`src/rtl/uart_pkg.sv`:
```
// Shared definitions for the FIFO-fed UART transmitter: state encoding,
// parameter legality checks and a frame-length helper.
package uart_pkg;

`ifdef UART_TX_PARITY_EN
   typedef enum logic [2:0] {
      ST_IDLE   = 3'd0,
      ST_START  = 3'd1,
      ST_DATA   = 3'd2,
      ST_PARITY = 3'd3,
      ST_STOP   = 3'd4
   } uart_state_e;
`else
   typedef enum logic [2:0] {
      ST_IDLE  = 3'd0,
      ST_START = 3'd1,
      ST_DATA  = 3'd2,
      ST_STOP  = 3'd4
   } uart_state_e;
`endif

   function automatic bit data_bits_ok(input int n);
      return (n >= 5) && (n <= 9);
   endfunction

   function automatic bit stop_bits_ok(input int n);
      return (n == 1) || (n == 2);
   endfunction

   // Clock cycles taken by one complete frame on the line
   function automatic int frame_cycles(input int clks, input int data, input int parity, input int stop);
      return clks * (1 + data + parity + stop);
   endfunction

endpackage

```
`src/rtl/uart_sync_fifo.sv`:
```
// Small synchronous first-word-fall-through FIFO; a push into a full FIFO
// is accepted only when a pop happens on the same edge.
module uart_sync_fifo #(
   parameter int WIDTH = 8,
   parameter int DEPTH = 4
) (
   input  logic             clk,
   input  logic             rst_n,
   input  logic             push,
   input  logic             pop,
   input  logic [WIDTH-1:0] wdata,
   output logic [WIDTH-1:0] rdata,
   output logic             full,
   output logic             empty
);

   localparam int AW = $clog2(DEPTH);

   if ((DEPTH < 2) || ((DEPTH & (DEPTH - 1)) != 0)) begin : g_bad_depth
      $error("uart_sync_fifo: DEPTH must be a power of 2 and at least 2");
   end

   logic [WIDTH-1:0] mem [DEPTH];
   logic [AW-1:0]    rptr;
   logic [AW-1:0]    wptr;
   logic [AW:0]      count;
   logic             doPush;
   logic             doPop;

   assign full   = (count == (AW+1)'(DEPTH));
   assign empty  = (count == '0);
   assign doPop  = pop && !empty;
   assign doPush = push && (!full || doPop);
   assign rdata  = mem[rptr];

   always_ff @(posedge clk) begin
      if (doPush) mem[wptr] <= wdata;
   end

   // Pointers wrap naturally because DEPTH is a power of 2
   always_ff @(posedge clk or negedge rst_n) begin
      if (!rst_n) begin
         rptr  <= '0;
         wptr  <= '0;
         count <= '0;
      end else begin
         if (doPush) wptr <= wptr + 1'b1;
         if (doPop)  rptr <= rptr + 1'b1;
         if (doPush && !doPop)      count <= count + 1'b1;
         else if (doPop && !doPush) count <= count - 1'b1;
      end
   end

endmodule

```
`src/rtl/uart_tx_fifo.sv`:
```
// UART transmitter draining a small FIFO back to back, LSB first.
// Optional parity bit after the data bits when UART_TX_PARITY_EN is defined.
module uart_tx_fifo
   import uart_pkg::*;
#(
   parameter int DATA_BITS    = 8,
   parameter int CLKS_PER_BIT = 4,
   parameter int STOP_BITS    = 1,
   parameter int FIFO_DEPTH   = 4,
   parameter int PARITY_ODD   = 0
) (
   input  logic                 clk,
   input  logic                 rst_n,
   input  logic                 enable,
   input  logic                 start,
   input  logic [DATA_BITS-1:0] in,
   output logic                 out,
   output logic                 busy,
   output logic                 done,
   output logic                 full,
   output logic                 overflow
);

   localparam int CW = $clog2(CLKS_PER_BIT);
   localparam int DW = $clog2(DATA_BITS);
   localparam logic [CW-1:0] CNT_LAST  = CW'(CLKS_PER_BIT - 1);
   localparam logic [DW-1:0] DATA_LAST = DW'(DATA_BITS - 1);
   localparam logic          STOP_LAST = (STOP_BITS == 2);

   if (!data_bits_ok(DATA_BITS)) begin : g_bad_data
      $error("uart_tx_fifo: DATA_BITS must be 5..9");
   end
   if (!stop_bits_ok(STOP_BITS)) begin : g_bad_stop
      $error("uart_tx_fifo: STOP_BITS must be 1 or 2");
   end
   if ((CLKS_PER_BIT < 2) || ((PARITY_ODD != 0) && (PARITY_ODD != 1))) begin : g_bad_misc
      $error("uart_tx_fifo: CLKS_PER_BIT must be >= 2 and PARITY_ODD 0 or 1");
   end

   uart_state_e          state, stateNext;
   logic [CW-1:0]        cnt, cntNext;
   logic [DW-1:0]        idx, idxNext;
   logic                 stopIdx, stopIdxNext;
   logic [DATA_BITS-1:0] shreg, shregNext;
   logic [DATA_BITS-1:0] head;
   logic                 outNext;
   logic                 busyNext;
   logic                 pop;
   logic                 empty;
   logic                 pushOk;
`ifdef UART_TX_PARITY_EN
   localparam logic PAR_ODD = (PARITY_ODD != 0);
   logic par, parNext;
`endif

   uart_sync_fifo #(.WIDTH(DATA_BITS), .DEPTH(FIFO_DEPTH)) u_fifo (
      .clk   (clk),
      .rst_n (rst_n),
      .push  (start),
      .pop   (pop),
      .wdata (in),
      .rdata (head),
      .full  (full),
      .empty (empty)
   );

   assign pushOk = start && (!full || pop);

   // Next-state logic: everything advances only on enabled cycles, and the
   // line level is registered so it changes on the edge that enters a bit.
   always_comb begin
      stateNext   = state;
      cntNext     = cnt;
      idxNext     = idx;
      stopIdxNext = stopIdx;
      shregNext   = shreg;
      outNext     = out;
      pop         = 1'b0;
      done        = 1'b0;
`ifdef UART_TX_PARITY_EN
      parNext     = par;
`endif
      if (enable) begin
         if (state != ST_IDLE) cntNext = (cnt == CNT_LAST) ? '0 : cnt + 1'b1;
         case (state)
            ST_IDLE: begin
               if (!empty) begin
                  pop       = 1'b1;
                  shregNext = head;
                  outNext   = 1'b0;
                  cntNext   = '0;
                  stateNext = ST_START;
`ifdef UART_TX_PARITY_EN
                  parNext   = ^head ^ PAR_ODD;
`endif
               end
            end
            ST_START: begin
               if (cnt == CNT_LAST) begin
                  stateNext = ST_DATA;
                  idxNext   = '0;
                  outNext   = shreg[0];
               end
            end
            ST_DATA: begin
               if (cnt == CNT_LAST) begin
                  if (idx == DATA_LAST) begin
`ifdef UART_TX_PARITY_EN
                     stateNext = ST_PARITY;
                     outNext   = par;
`else
                     stateNext   = ST_STOP;
                     stopIdxNext = 1'b0;
                     outNext     = 1'b1;
`endif
                  end else begin
                     idxNext   = idx + 1'b1;
                     shregNext = {1'b0, shreg[DATA_BITS-1:1]};
                     outNext   = shreg[1];
                  end
               end
            end
`ifdef UART_TX_PARITY_EN
            ST_PARITY: begin
               if (cnt == CNT_LAST) begin
                  stateNext   = ST_STOP;
                  stopIdxNext = 1'b0;
                  outNext     = 1'b1;
               end
            end
`endif
            ST_STOP: begin
               if (cnt == CNT_LAST) begin
                  if (stopIdx == STOP_LAST) begin
                     done = 1'b1;
                     if (!empty) begin
                        pop       = 1'b1;
                        shregNext = head;
                        outNext   = 1'b0;
                        stateNext = ST_START;
`ifdef UART_TX_PARITY_EN
                        parNext   = ^head ^ PAR_ODD;
`endif
                     end else begin
                        stateNext = ST_IDLE;
                        outNext   = 1'b1;
                     end
                  end else begin
                     stopIdxNext = 1'b1;
                  end
               end
            end
            default: stateNext = ST_IDLE;
         endcase
      end
      // A pop always leaves the FSM out of IDLE, so this tracks next-cycle occupancy
      busyNext = (stateNext != ST_IDLE) || !empty || pushOk;
   end

   // State, datapath and sticky flags
   always_ff @(posedge clk or negedge rst_n) begin
      if (!rst_n) begin
         state    <= ST_IDLE;
         cnt      <= '0;
         idx      <= '0;
         stopIdx  <= 1'b0;
         shreg    <= '0;
         out      <= 1'b1;
         busy     <= 1'b0;
         overflow <= 1'b0;
`ifdef UART_TX_PARITY_EN
         par      <= 1'b0;
`endif
      end else begin
         state    <= stateNext;
         cnt      <= cntNext;
         idx      <= idxNext;
         stopIdx  <= stopIdxNext;
         shreg    <= shregNext;
         out      <= outNext;
         busy     <= busyNext;
         overflow <= overflow | (start && !pushOk);
`ifdef UART_TX_PARITY_EN
         par      <= parNext;
`endif
      end
   end

endmodule
```
`config.mk`:
```
export PLATFORM = sky130hd
export DESIGN_NAME = uart_tx_fifo
export DESIGN_NICKNAME = d
export VERILOG_FILES = /design/src/rtl/uart_pkg.sv /design/src/rtl/uart_sync_fifo.sv /design/src/rtl/uart_tx_fifo.sv
export SDC_FILE = /design/constraint.sdc
export NUM_CORES = 1
export LEC_CHECK = 0
export BUFFER_PORTS_ARGS = -buffer_cell sky130_fd_sc_hd__buf_4
export CAP_MARGIN = 5
export CORE_UTILIZATION = 64
export DETAILED_ROUTE_END_ITERATION = 8
export PLACE_DENSITY = 0.82
export SYNTH_ARGS = -nofsm -noshare
export SYNTH_HDL_FRONTEND = slang
export SYNTH_HIERARCHICAL = 1
export SYNTH_SLANG_ARGS = --single-unit
```
`constraint.sdc`:
```
create_clock -name clk -period 6.55 [get_ports clk]
set_clock_uncertainty 0.1 [all_clocks]
set_input_delay 1.6375 -clock clk [delete_from_list [all_inputs] [get_ports clk]]
set_output_delay 1.6375 -clock clk [all_outputs]
set_load 0.02 [all_outputs]
```
==> impl_results.md <==
* Area of the core region at 4086 um2
* Max VDD drop at around 0.00028 V
* Data required time at the worst endpoint at approximately 4.8 ns
* Number of antenna diodes at 0
* Longest Clk Path Bufs at 2
* CTS tree: yes
* IO Count at 17
* Mean post-synth cell area at about 16 um2
* Setup violations, final at 0
* Kind of end point of the critical path: primary output
* Unique cell type count in the Yosys netlist at 47
* Routed wire length at roughly 4500 um
* Detail Route Antenna Nets at 0
* Launch instance of the worst register-to-register path: u_fifo/count[0]
* Initial Util at 68.00%
* PwrDens at between 400 and 500 nW/um2
* Number of hold-repair buffers added at the cts stage at 0
* Detailed Routing Iterations Pass 1 at 4
* # resized after CTS at 0
* Category of the critical setup timing path: in2out
* Post-synthesis to final-layout area growth at 10.18%
* Tcrit/Tclk final at a little over three fifths
* Synthesis-stage register bit count at 58
* Max-cap violations at 0
* Launch point of the worst hold path: idx[0]
* Post-CTS setup buffer count at 0
* Post-route DRC at 0
* First-pass GRT wire length at between 7000 and 8000 um
* Post-layout net count at between 200 and 250
* Relative slew slack at around half
* Placer Congestion at about 0.76
* Number of vias per cell at ~6.0
* Most numerous cell types in the synthesized netlist: 32 x sky130_fd_sc_hd__edfxtp_1, 25 x sky130_fd_sc_hd__dfrtp_1, 10 x sky130_fd_sc_hd__inv_1, 9 x sky130_fd_sc_hd__mux2_4
* Startpoint types: input port
* Cell row count at 23
* Final total negative setup slack at 0 ns
* Count of port buffers added during placement at 16
* Count of mapped cells out of synthesis at ~180
* Critical Path Source: enable
* Result of the run: complete, no violations
* Post-synthesis async set-or-reset flop share at approximately 45%
* Leading register cell type out of synthesis: sky130_fd_sc_hd__edfxtp_1
* Number of CTS-inserted buffers at 9
* Largest cells by area after synthesis: sky130_fd_sc_hd__edfxtp_1 35%, sky130_fd_sc_hd__dfrtp_1 23%, sky130_fd_sc_hd__mux4_2 6.5%
* Worst Hold Margin at between 0.3 and 0.4 ns
* H-tree depth at 3
* Global route total overflow at 0
* Routed vias at between 1000 and 1500
* Initial detailed-routing violation count at around 110
* Clock-pin slew reported for the worst setup and hold paths after clock tree synthesis at approximately 0.070 ns
* RSZ-0062 raised after global routing: false
* Share of cells above drive strength 1 at about a third
* Die area at 4610 um2
* Nets in the synthesized netlist at between 150 and 200
* Cell type contributing the most total cell area after synthesis: sky130_fd_sc_hd__edfxtp_1
* Final Max Slew Viols at 0
* Global Route Usage Sum at a little under a quarter
* Cell area after synthesis at about 2800 um2
* Final-report hold violation count at 0
* Routed wire length per instance at between 15 and 20 um
* Count of flip-flops with a built-in enable after synthesis at 32
* Root buffer selected by CTS: sky130_fd_sc_hd__clkbuf_8
* Vias in the first global route at 1566
* Chip width at approximately 68 um
* Static leakage at around 0.0012 uW
* Half-perimeter wire length after placement at about 3000 um
* Final Instance Area at about 3100 um2
* Actual slew at the worst max-slew pin at ~0.72 ns
* Arrival @ worst endpoint at between 2 and 2.5 ns
* Clock latency reported for the late side of the worst-skew pair at between 0.3 and 0.4 ns
* Path class of the lowest-slack min-delay path: reg2reg
* Maximum number of pins on one net before global-route repair at 27
* Maximum fanout encountered on the critical timing path at 7
* Portion of the post-synthesis area used by sequential elements at between 50 and 60%
* Most frequently used cell type in the post-synthesis netlist: sky130_fd_sc_hd__edfxtp_1
* Share of the synthesized area in the top cell type at 34.58%
* Upper clock frequency limit at roughly 240 MHz
* Die Y-Extent at approximately 68 um
* Clock period minus worst slack at 4.117 ns
* TritonCTS Sinks at 58
* Ys Warns at 6
* Cell area reported after detailed placement at ~2900 um2
* Antenna violations before repair at 0
## final timing paths
path                                    to  cells after the start  slack, ns
setup / recovery                      done                      4       2.43
hold / removal                      idx[0]                      1       0.39
setup reg to reg           u_fifo/count[1]                      9       3.60
hold reg to reg                     idx[0]                      1       0.39
max in group asynchronous              out                      1       4.95
min in group asynchronous             busy                      1       1.10
## layer usage
layer	global-route usage, %	routed length (um)	vias up
li1	-	-	707
met4	15.63	99	0
met1	24.65	1920	744
met5	0	0	-
met3	8.833	201	10
met2	39.11	2280	36
## worst max-delay path, cell delays in order
cell                      delay, ns
sky130_fd_sc_hd__buf_4         0.11
sky130_fd_sc_hd__nand2_1       0.11
sky130_fd_sc_hd__nor4b_1       0.32
sky130_fd_sc_hd__buf_4         0.20
## cell type report
cell class / count / area, um2
Sequential cell: 58 / 1613
Timing Repair Buffer: 16 / 120.1
Clock buffer: 9 / 123.9
Inverter: 10 / 37.54
Multi-Input combinational cell: 101 / 1059
Clock inverter: 7 / 46.29
Tap cell: 50 / 62.56
Fill cell: 259 / 1025
## flip-flops by register name (all words and copies together), names as in the netlist
signal / cells
busy: 1
overflow: 1
state: 3
cnt: 2
u_fifo/wptr: 2
u_fifo/count: 3
shreg: 8
u_fifo/mem: 32
u_fifo/rptr: 2
idx: 3
out: 1
## cell families (layout without fill, tap and decap cells)
kind of cell | Yosys count | count (layout) | share of synthesized area [%]
buffers and inverters | 19 | 42 | 3.872
muxes | 28 | 28 | 15.67
AOI/OAI and AO/OA | 19 | 19 | 5.808
and+or+nand+nor | 38 | 38 | 10.09
xor gates and xnor gates | 7 | 7 | 2.206
DFF | 58 | 58 | 58.04
adders and majority gates | 9 | 9 | 4.323
## placed cells by master (no fill, tap or decap), types with 2 or more instances in the layout
master	count
sky130_fd_sc_hd__a211oi_1	2
sky130_fd_sc_hd__a22o_1	2
sky130_fd_sc_hd__and2_2	4
sky130_fd_sc_hd__buf_4	16
sky130_fd_sc_hd__clkbuf_8	9
sky130_fd_sc_hd__clkinv_2	2
sky130_fd_sc_hd__clkinv_4	2
sky130_fd_sc_hd__clkinvlp_4	2
sky130_fd_sc_hd__dfrtp_1	25
sky130_fd_sc_hd__edfxtp_1	32
sky130_fd_sc_hd__ha_1	8
sky130_fd_sc_hd__inv_1	10
sky130_fd_sc_hd__mux2_2	8
sky130_fd_sc_hd__mux2_4	9
sky130_fd_sc_hd__mux2i_1	3
sky130_fd_sc_hd__mux4_2	8
sky130_fd_sc_hd__nand2_1	3
sky130_fd_sc_hd__nand2b_1	6
sky130_fd_sc_hd__nand3b_1	3
sky130_fd_sc_hd__nor2_1	4
sky130_fd_sc_hd__nor2b_1	2
sky130_fd_sc_hd__nor3_1	2
sky130_fd_sc_hd__nor3b_4	2
sky130_fd_sc_hd__nor4bb_1	3
sky130_fd_sc_hd__o21ai_0	3
sky130_fd_sc_hd__or3b_1	2
sky130_fd_sc_hd__or4b_1	2
sky130_fd_sc_hd__xnor2_1	4
sky130_fd_sc_hd__xor2_1	3
## power by group
part           switching (uW)  internal (uW)  total, uW
clock network             141            135        276
registers                 106            501        607
logic                     171            240        411
## per-stage QoR
stage / setup slack, ns / std cells / util, % / total power, uW
6_report: 2.433 / 251 / 74.92 / 1294
5_1_grt: 2.363 / 251 / 74.92 / 1371
4_1_cts: 2.419 / 251 / 74.92 / 1307
3_5_place_dp: 2.428 / 235 / 70.76 / 1024
3_3_place_gp: 2.471 / 235 / 70.76 / 986.5
2_1_floorplan: 2.315 / 178 / - / 928.7
(Power assumes the default switching activity.)
